$ cat config.mk
export PLATFORM = sky130hd
export DESIGN_NAME = dose_scheduler
export DESIGN_NICKNAME = d
export VERILOG_FILES = /design/src/rtl/dose_sched_pkg.sv /design/src/rtl/dose_pulse_gen.sv /design/src/rtl/dose_scheduler.sv
export SDC_FILE = /design/constraint.sdc
export NUM_CORES = 1
export LEC_CHECK = 0
export BUFFER_PORTS_ARGS = -buffer_cell sky130_fd_sc_hd__buf_4
export CAP_MARGIN = 20
export CORE_UTILIZATION = 45
export DETAILED_ROUTE_END_ITERATION = 16
export MAX_ROUTING_LAYER = met4
export PLACE_DENSITY_LB_ADDON = 0.3
export REMOVE_ABC_BUFFERS = 1
export SETUP_SLACK_MARGIN = 0.3
export SYNTH_ARGS = -nofsm -noshare
export SYNTH_HDL_FRONTEND = slang
export SYNTH_SLANG_ARGS = --single-unit
$ cat constraint.sdc
create_clock -name clock -period 4.3 [get_ports clock]
set_input_delay 0.43 -clock clock [delete_from_list [all_inputs] [get_ports clock]]
set_output_delay 0.43 -clock clock [all_outputs]
set_load 0.01 [all_outputs]
$ cat src/rtl/dose_sched_pkg.sv
// Shared types, default parameters and width helper for the dose scheduler.
package dose_sched_pkg;

  typedef enum logic [1:0] {
    IDLE  = 2'd0,
    PULSE = 2'd1,
    GAP   = 2'd2
  } sched_state_t;

  localparam int DEF_NUM_CH       = 2;
  localparam int DEF_NUM_SLOTS    = 3;
  localparam int DEF_CNT_W        = 6;
  localparam int DEF_PULSE_CYCLES = 10;
  localparam int DEF_GAP_CYCLES   = 4;

  // A single-channel build still needs a one-bit channel index.
  function automatic int ch_width(input int n);
    return (n <= 1) ? 1 : $clog2(n);
  endfunction

endpackage

$ cat src/rtl/dose_pulse_gen.sv
// Burst timer: toggling motor drive for PULSE_CYCLES, then a GAP_CYCLES settle.
module dose_pulse_gen
  import dose_sched_pkg::*;
#(
  parameter int PULSE_CYCLES = DEF_PULSE_CYCLES,
  parameter int GAP_CYCLES   = DEF_GAP_CYCLES
) (
  input  logic clock,
  input  logic resetn,
  input  logic start,
  output logic motor_en,
  output logic in_pulse,
  output logic in_gap,
  output logic pulse_last,
  output logic done
);

  localparam int MAXC = (PULSE_CYCLES > GAP_CYCLES) ? PULSE_CYCLES : GAP_CYCLES;
  localparam int TW   = $clog2(MAXC + 1);

  sched_state_t  state, state_nx;
  logic [TW-1:0] tick, tick_nx;

  always_ff @(posedge clock or negedge resetn) begin
    if (!resetn) begin
      state <= IDLE;
      tick  <= '0;
    end else begin
      state <= state_nx;
      tick  <= tick_nx;
    end
  end

  always_comb begin
    state_nx = state;
    tick_nx  = tick;
    case (state)
      IDLE: begin
        if (start) begin
          state_nx = PULSE;
          tick_nx  = '0;
        end
      end
      PULSE: begin
        if (tick == TW'(PULSE_CYCLES - 1)) begin
          state_nx = GAP;
          tick_nx  = '0;
        end else begin
          tick_nx = tick + TW'(1);
        end
      end
      GAP: begin
        if (tick == TW'(GAP_CYCLES - 1)) begin
          state_nx = IDLE;
          tick_nx  = '0;
        end else begin
          tick_nx = tick + TW'(1);
        end
      end
      default: begin
        state_nx = IDLE;
        tick_nx  = '0;
      end
    endcase
  end

  // Drive is high on even ticks so every burst starts with the motor on.
  always_comb begin
    in_pulse   = (state == PULSE);
    in_gap     = (state == GAP);
    motor_en   = in_pulse && !tick[0];
    pulse_last = in_pulse && (tick == TW'(PULSE_CYCLES - 1));
    done       = in_gap && (tick == '0);
  end

endmodule

$ cat src/rtl/dose_scheduler.sv
// N-channel dose scheduler: per-channel mask/count/pending, request coalescing, round-robin service.
module dose_scheduler
  import dose_sched_pkg::*;
#(
  parameter int NUM_CH       = DEF_NUM_CH,
  parameter int NUM_SLOTS    = DEF_NUM_SLOTS,
  parameter int CNT_W        = DEF_CNT_W,
  parameter int PULSE_CYCLES = DEF_PULSE_CYCLES,
  parameter int GAP_CYCLES   = DEF_GAP_CYCLES,
  parameter int CH_W         = ch_width(NUM_CH)
) (
  input  logic                 clock,
  input  logic                 resetn,
  input  logic [NUM_SLOTS-1:0] slot_p,
  input  logic                 cfg_we,
  input  logic [CH_W-1:0]      cfg_ch,
  input  logic [NUM_SLOTS-1:0] cfg_mask,
  input  logic [CNT_W-1:0]     cfg_count,
  input  logic                 ovr_p,
  input  logic [CH_W-1:0]      ovr_ch,
  output logic [NUM_CH-1:0]    motor,
  output logic                 busy,
  output logic [NUM_CH-1:0]    pending,
  output logic [NUM_CH-1:0]    empty,
  output logic                 done_p,
  output logic [CH_W-1:0]      done_ch
);

  logic [NUM_SLOTS-1:0] mask  [NUM_CH];
  logic [CNT_W-1:0]     count [NUM_CH];
  logic [NUM_CH-1:0]    pending_q;
  logic [CH_W-1:0]      grant, last_served, done_ch_q;
  logic                 cfg_hit;
  logic [NUM_CH-1:0]    cfg_sel, req;
  logic                 arb_found;
  logic [CH_W-1:0]      arb_ch;
  logic                 start, motor_en, in_pulse, in_gap, pulse_last, gen_done;

  dose_pulse_gen #(
    .PULSE_CYCLES (PULSE_CYCLES),
    .GAP_CYCLES   (GAP_CYCLES)
  ) u_pulse_gen (
    .clock      (clock),
    .resetn     (resetn),
    .start      (start),
    .motor_en   (motor_en),
    .in_pulse   (in_pulse),
    .in_gap     (in_gap),
    .pulse_last (pulse_last),
    .done       (gen_done)
  );

  // Decoding against each channel index makes out-of-range addresses match nothing.
  always_comb begin
    cfg_sel = '0;
    req     = '0;
    for (int ch = 0; ch < NUM_CH; ch++) begin
      cfg_sel[ch] = cfg_we && (cfg_ch == CH_W'(ch));
      req[ch]     = (count[ch] != '0) &&
                    ((|(slot_p & mask[ch])) || (ovr_p && (ovr_ch == CH_W'(ch))));
    end
  end

  always_comb begin
    int idx;
    arb_found = 1'b0;
    arb_ch    = '0;
    idx       = 0;
    for (int i = 1; i <= NUM_CH; i++) begin
      idx = (int'(last_served) + i) % NUM_CH;
      if (!arb_found && pending_q[CH_W'(idx)]) begin
        arb_found = 1'b1;
        arb_ch    = CH_W'(idx);
      end
    end
  end

  assign start = arb_found && !in_pulse && !in_gap;

  // A config write always wins; end-of-burst clearing beats a same-edge request.
  always_ff @(posedge clock or negedge resetn) begin
    if (!resetn) begin
      pending_q <= '0;
      for (int ch = 0; ch < NUM_CH; ch++) begin
        mask[ch]  <= '0;
        count[ch] <= '0;
      end
    end else begin
      for (int ch = 0; ch < NUM_CH; ch++) begin
        if (cfg_sel[ch]) begin
          mask[ch]      <= cfg_mask;
          count[ch]     <= cfg_count;
          pending_q[ch] <= 1'b0;
        end else if (pulse_last && !cfg_hit && (grant == CH_W'(ch))) begin
          pending_q[ch] <= 1'b0;
          if (count[ch] != '0) count[ch] <= count[ch] - CNT_W'(1);
        end else if (req[ch]) begin
          pending_q[ch] <= 1'b1;
        end
      end
    end
  end

  // cfg_hit remembers a reconfiguration of the channel being dispensed.
  always_ff @(posedge clock or negedge resetn) begin
    if (!resetn) begin
      grant       <= '0;
      last_served <= CH_W'(NUM_CH - 1);
      done_ch_q   <= '0;
      cfg_hit     <= 1'b0;
    end else begin
      if (start) begin
        grant   <= arb_ch;
        cfg_hit <= cfg_we && (cfg_ch == arb_ch);
      end else if (in_pulse && cfg_we && (cfg_ch == grant)) begin
        cfg_hit <= 1'b1;
      end
      if (pulse_last) begin
        last_served <= grant;
        done_ch_q   <= grant;
      end
    end
  end

  always_comb begin
    motor = '0;
    empty = '0;
    for (int ch = 0; ch < NUM_CH; ch++) begin
      motor[ch] = motor_en && (grant == CH_W'(ch));
      empty[ch] = (count[ch] == '0);
    end
  end

  assign busy    = in_pulse || in_gap;
  assign pending = pending_q;
  assign done_p  = gen_done;
  assign done_ch = done_ch_q;

endmodule

# Word level (Yosys, flattened, before mapping)
# Index checks and enable logic that the tools add are counted.
# W data, S select, Z words.
# op_classes
n_mux,30
mul,0
div_mod_pow,0
n_addsub,5
n_lt_le_gt_ge,2
n_reduce_logical,46
bitwise,5
shifts,0
eq_ne,9
# op_table
op,n
$mux W6,6
$logic_and A1 B1 Y1,20
$mux W1,16
$logic_not A6 Y1,2
$mux W4,3
$pmux W4 S3,1
$reduce_bool A6 Y1,2
$sub A6 B1 Y6 const B,2
$reduce_bool A2 Y1,5
$and A3 B3 Y3,2
$lt A1 B3 Y1 const B,2
$mux W2,3
$pmux W2 S3,1
$reduce_bool A3 Y1,2
$reduce_or A3 Y1,2
$logic_not A1 Y1,5
$add A4 B1 Y4 const B,1
$eq A4 B2 Y1 const B,1
$eq A4 B4 Y1 const B,1
$logic_not A4 Y1,1
$ne A2 B1 Y1 const B,2
$reduce_and A2 Y1,2
$logic_or A1 B1 Y1,3
$not A1 Y1,3
7 further kinds,9
# word_totals
output_inout_bits,9
mem_bits_ro,0
wordCells,109
ram_bits,0
mem_count,0
ff_bits,30
latch_bits,0
inputBits,18

# Logic depth before layout (Yosys ltp)
# depth
ltp_word,12
ltp_mapped,7
ltp_nobuf,6

# Hierarchy
# From an unflattened synthesis, not the netlist that was laid out.
# hier_totals
hier_cells,201
hier_area_um2,1845.5
# modules_own_cells
mod,area_per_inst_um2,n_inst,cells_each
dose_scheduler,1378.8,1,152
dose_pulse_gen,466.7,1,49

# Worst setup path after synthesis
# No wires, ideal clock.
# synth_timing
path_type,register to register
from,register u_pulse_gen.state[1]
to,register u_pulse_gen.state[0]
t_arrival_ns,1.633
n_path_buf,0
setup_ns,0.127
slack_ns,2.540
path_stages_with_launch,7
period_less_slack_ns,1.760
cell_sequence,dfrtp_1 inv_1 ha_1 or3b_1 nand2_1 nand2_1 mux2_1
# synth_via
elab_chain_len,6
elab_cells_between_ends,12
# synth_lines
element,line,source
"start, declared",dose_pulse_gen.sv:21,"sched_state_t state, state_nx;"
"start signal, assigned",dose_pulse_gen.sv:29,state <= state_nx;
$eq A2 B1 Y1,"dose_pulse_gen.sv:37, dose_pulse_gen.sv:69",
$logic_not A1 Y1,dose_scheduler.sv:78,assign start = arb_found && !in_pulse && !in_gap;
$logic_and A1 B1 Y1 (2 in series),dose_scheduler.sv:78,
$ne A2 B2 Y1 (no line),n/a,
$reduce_and A3 Y1 (no line),n/a,
# Several ways; a longest one is shown, not always the timed one.
# A chain may end at the register's enable or synchronous reset.

# Final worst setup path
# layout_timing
from,register count[0] in the netlist's numbering
to,output port empty[1]
# layout_via
elab_chain_len,1
# layout_lines
element,line,source
"start, declared",dose_scheduler.sv:30,logic [CNT_W-1:0] count [NUM_CH];
"start signal, assigned by index",dose_scheduler.sv:92,count[ch] <= cfg_count;
$logic_not A6 Y1,dose_scheduler.sv:130,empty[ch] = (count[ch] == '0);
"end, declared",dose_scheduler.sv:24,"output logic [NUM_CH-1:0] empty,"
# No other way between the ends.

==> results.json <==
{
  "finalCriticalPeriod_ps": 2130,
  "drt-pass1-iter-count": 4,
  "power.density_mw_per_mm2": 424,
  "drv_cap": 0,
  "cts_tree": "yes",
  "fp.dieH_um": 65.5,
  "critPathSlowestCell": "dfrtp_1",
  "synth_top_family_by_area": "simple AND/OR/NAND/NOR gates",
  "ir_worst_vdd_mv": 0.242,
  "antenna_found_initial": 0,
  "worst_slew_pin_slew_ps": 859,
  "crit_type": "reg2out",
  "wirelength_um": 3680,
  "startpoint_type": "register",
  "grt_max_degree": 31,
  "post_cts_resized": 0,
  "start_util_pct": 48.0,
  "rsz0062_at_grt": "no",
  "yosys-top-cells-count": "dfrtp_1, nand2_1, nor2_1",
  "synth_fa_ha_area_share_pct": 7.60,
  "final_core_util_pct": 56.0,
  "crit_family": "simple AND/OR/NAND/NOR gates",
  "synth_simple_gate_area_share_pct": 24.2,
  "final-max-slew-violation-count": 0,
  "coreArea_sq_mm": 0.00377,
  "critPathArrivalTime_ps": 1700,
  "port_buffers": 26,
  "synth_xor_area_share_pct": 2.90,
  "finClkSkew_ps": 2.78,
  "dp_hpwl_um": 2710,
  "busiest_layer": "met2",
  "maxSlewHeadroom_pct": 42.6,
  "vias": 1438,
  "ios": 27,
  "final_hold_viol_count": 0,
  "synthDistinctLibCells": 51,
  "ys_ff_latch": 30,
  "use_met1_pct": 26.3,
  "htreeDepth": 2,
  "final_layout_size_suffix_gt1_share_pct": 20.8,
  "fin_tns_setup_ps": 0,
  "ys_seq_area_share_pct": 41.5,
  "cts_made_buffers": 5,
  "grtUsageMet3_pct": 4.86,
  "synth_area_sq_mm": 0.00181,
  "synth_edf_count": 0,
  "startpoint": "count[0]$_DFFE_PN0P_",
  "cts_hold_buf": 0,
  "synthToLayoutAreaGrowth_pct": 16.6,
  "setup_viol": 0,
  "nNetsFinal": 245,
  "placed_cells": 257,
  "worst_path_largest_cell_delay_ps": 420,
  "timing.final.crit_share_pct": 49.5,
  "clock_path_buffers": 2,
  "drc_errors": 0,
  "clk_latency_ps": 280,
  "final_cells": 264,
  "root_buffer": "clkbuf_8",
  "r2r_start": "u_pulse_gen.state[1]$_DFFE_PN0P_",
  "path_max_fanout": 4,
  "post_cts_buffers": 0,
  "ys.flop_type": "dfrtp_1",
  "max_freq_mhz": 470,
  "crit_path_end_kind": "output pin",
  "numClockSinks": 30,
  "path_cells": "inv_1 -> ha_1 -> nor2b_1 -> nand2_1 -> inv_1 -> buf_4",
  "drtAntennaViolNets": 0,
  "grt_pass1_vias": 1319,
  "netlist.area_leader.share_pct": 40.1,
  "synthMuxAreaShare_pct": 5.32,
  "syn_inst": 189,
  "crit_top_cell": "inv_1",
  "ys_top_cells_by_area": "dfrtp_1, ha_1, nand2_1, nor2_1, a21oi_1",
  "synth_top_cell_by_area": "dfrtp_1",
  "p_leak_nw": 0.991,
  "total_power_mw": 0.895,
  "overflow": 0,
  "grt_use_total_pct": 20.5,
  "viasPerCell": 5.45,
  "cp.required_ps": 3870,
  "synth_compound_area_share_pct": 14.7,
  "grt_util_met2_pct": 29.8,
  "cts.clk_slew.worst_paths_ps": 60,
  "place_congestion": 0.856,
  "ys_warn_count": 0,
  "hp-class": "in2async",
  "num-fill-cells": 349,
  "die-area_sq_mm": 0.00428,
  "rows": 22,
  "crit_buf_inv": 3,
  "wl_per_cell_um": 13.9,
  "first_iter_violations": 112,
  "die_w_um": 65.5,
  "grt_pass1_wl_um": 6180,
  "syn_area_per_cell_sq_um": 9.59,
  "diodes": 0,
  "hold-worst-slack_ps": 73.6,
  "outcome": "complete, no violations",
  "synth-async-reset-ratio_pct": 100
}
-- metrics by stage --
step	instance area, sq um	setup WS (ps)
floorplan	1780	2540
global placement	2040	2370
detailed placement	2040	2310
CTS	2110	2150
global route	2110	2030
finish	2110	2170
-- cell type report --
class                           count  area (sq um)  area share [%]
Clock buffer                        7          76.3            3.61
Sequential cell                    30           752            35.6
Inverter                           10          37.5            1.78
Timing Repair Buffer               26           195            9.24
Multi-Input combinational cell    143           992            47.0
Tap cell                           48          60.1            2.84
-- power by group --
part	switching (mW)	leakage, nW	internal, mW
Clock	0.0977	0.0383	0.111
Sequential	0.0485	0.360	0.330
Combinational	0.171	0.593	0.137
Total	0.317	0.991	0.578
-- final timing paths --
| path | to | slack, ps | cells past startpoint |
|---|---|---|---|
| worst min-delay path | u_pulse_gen.tick[0]$_DFFE_PN0P_ | 70 | 1 |
| worst max-delay path | empty[1] | 2170 | 6 |
| max in group asynchronous | last_served$_DFFE_PN1P_ | 3910 | 1 |
| worst max register to register | count[10]$_DFFE_PN0P_ | 2300 | 6 |
| worst min register to register | last_served$_DFFE_PN1P_ | 480 | 2 |
| min in group clock | mask[5]$_DFFE_PN0P_ | 350 | 3 |
-- sequential cells by signal (all words and copies together), names as in the netlist --
register,flops
count,12
mask,6
u_pulse_gen.tick,4
pending,2
u_pulse_gen.state,2
cfg_hit,1
done_ch,1
grant,1
last_served,1
-- layout by cell type, fill, tap and decap left out, types with 2 or more instances in the layout --
cell and instances:
a21oi_1 9, a22oi_1 4, a31oi_1 2, and3_1 3, buf_4 26, clkbuf_1 2
clkbuf_8 5, dfrtp_1 29, ha_1 11, inv_1 10, mux2_2 4, mux2i_1 4
nand2_1 29, nand2b_1 3, nand3_1 4, nand4_1 2, nor2_1 16, nor2b_1 3
nor3_1 4, nor3b_1 2, o21ai_0 5, o21ai_1 2, or3_1 4, xnor2_1 5
-- cells by family (layout without fill, tap and decap cells) --
group,count (synthesis),count (layout)
AO/OA/AOI/OAI,36,36
adder cells (fa/ha/maj),11,11
flip-flops,30,30
multiplexers,9,9
XOR/XNOR,6,6
AND/OR/NAND/NOR,81,81
buffers and inverters,16,43
-- per-layer routing --
layer / vias up / wire, um
met1: 673 / 1730
met5: - / 0
met4: 0 / 93
li1: 723 / -
met3: 9 / 137
met2: 33 / 1720
Power figures use the tool's default switching activity.
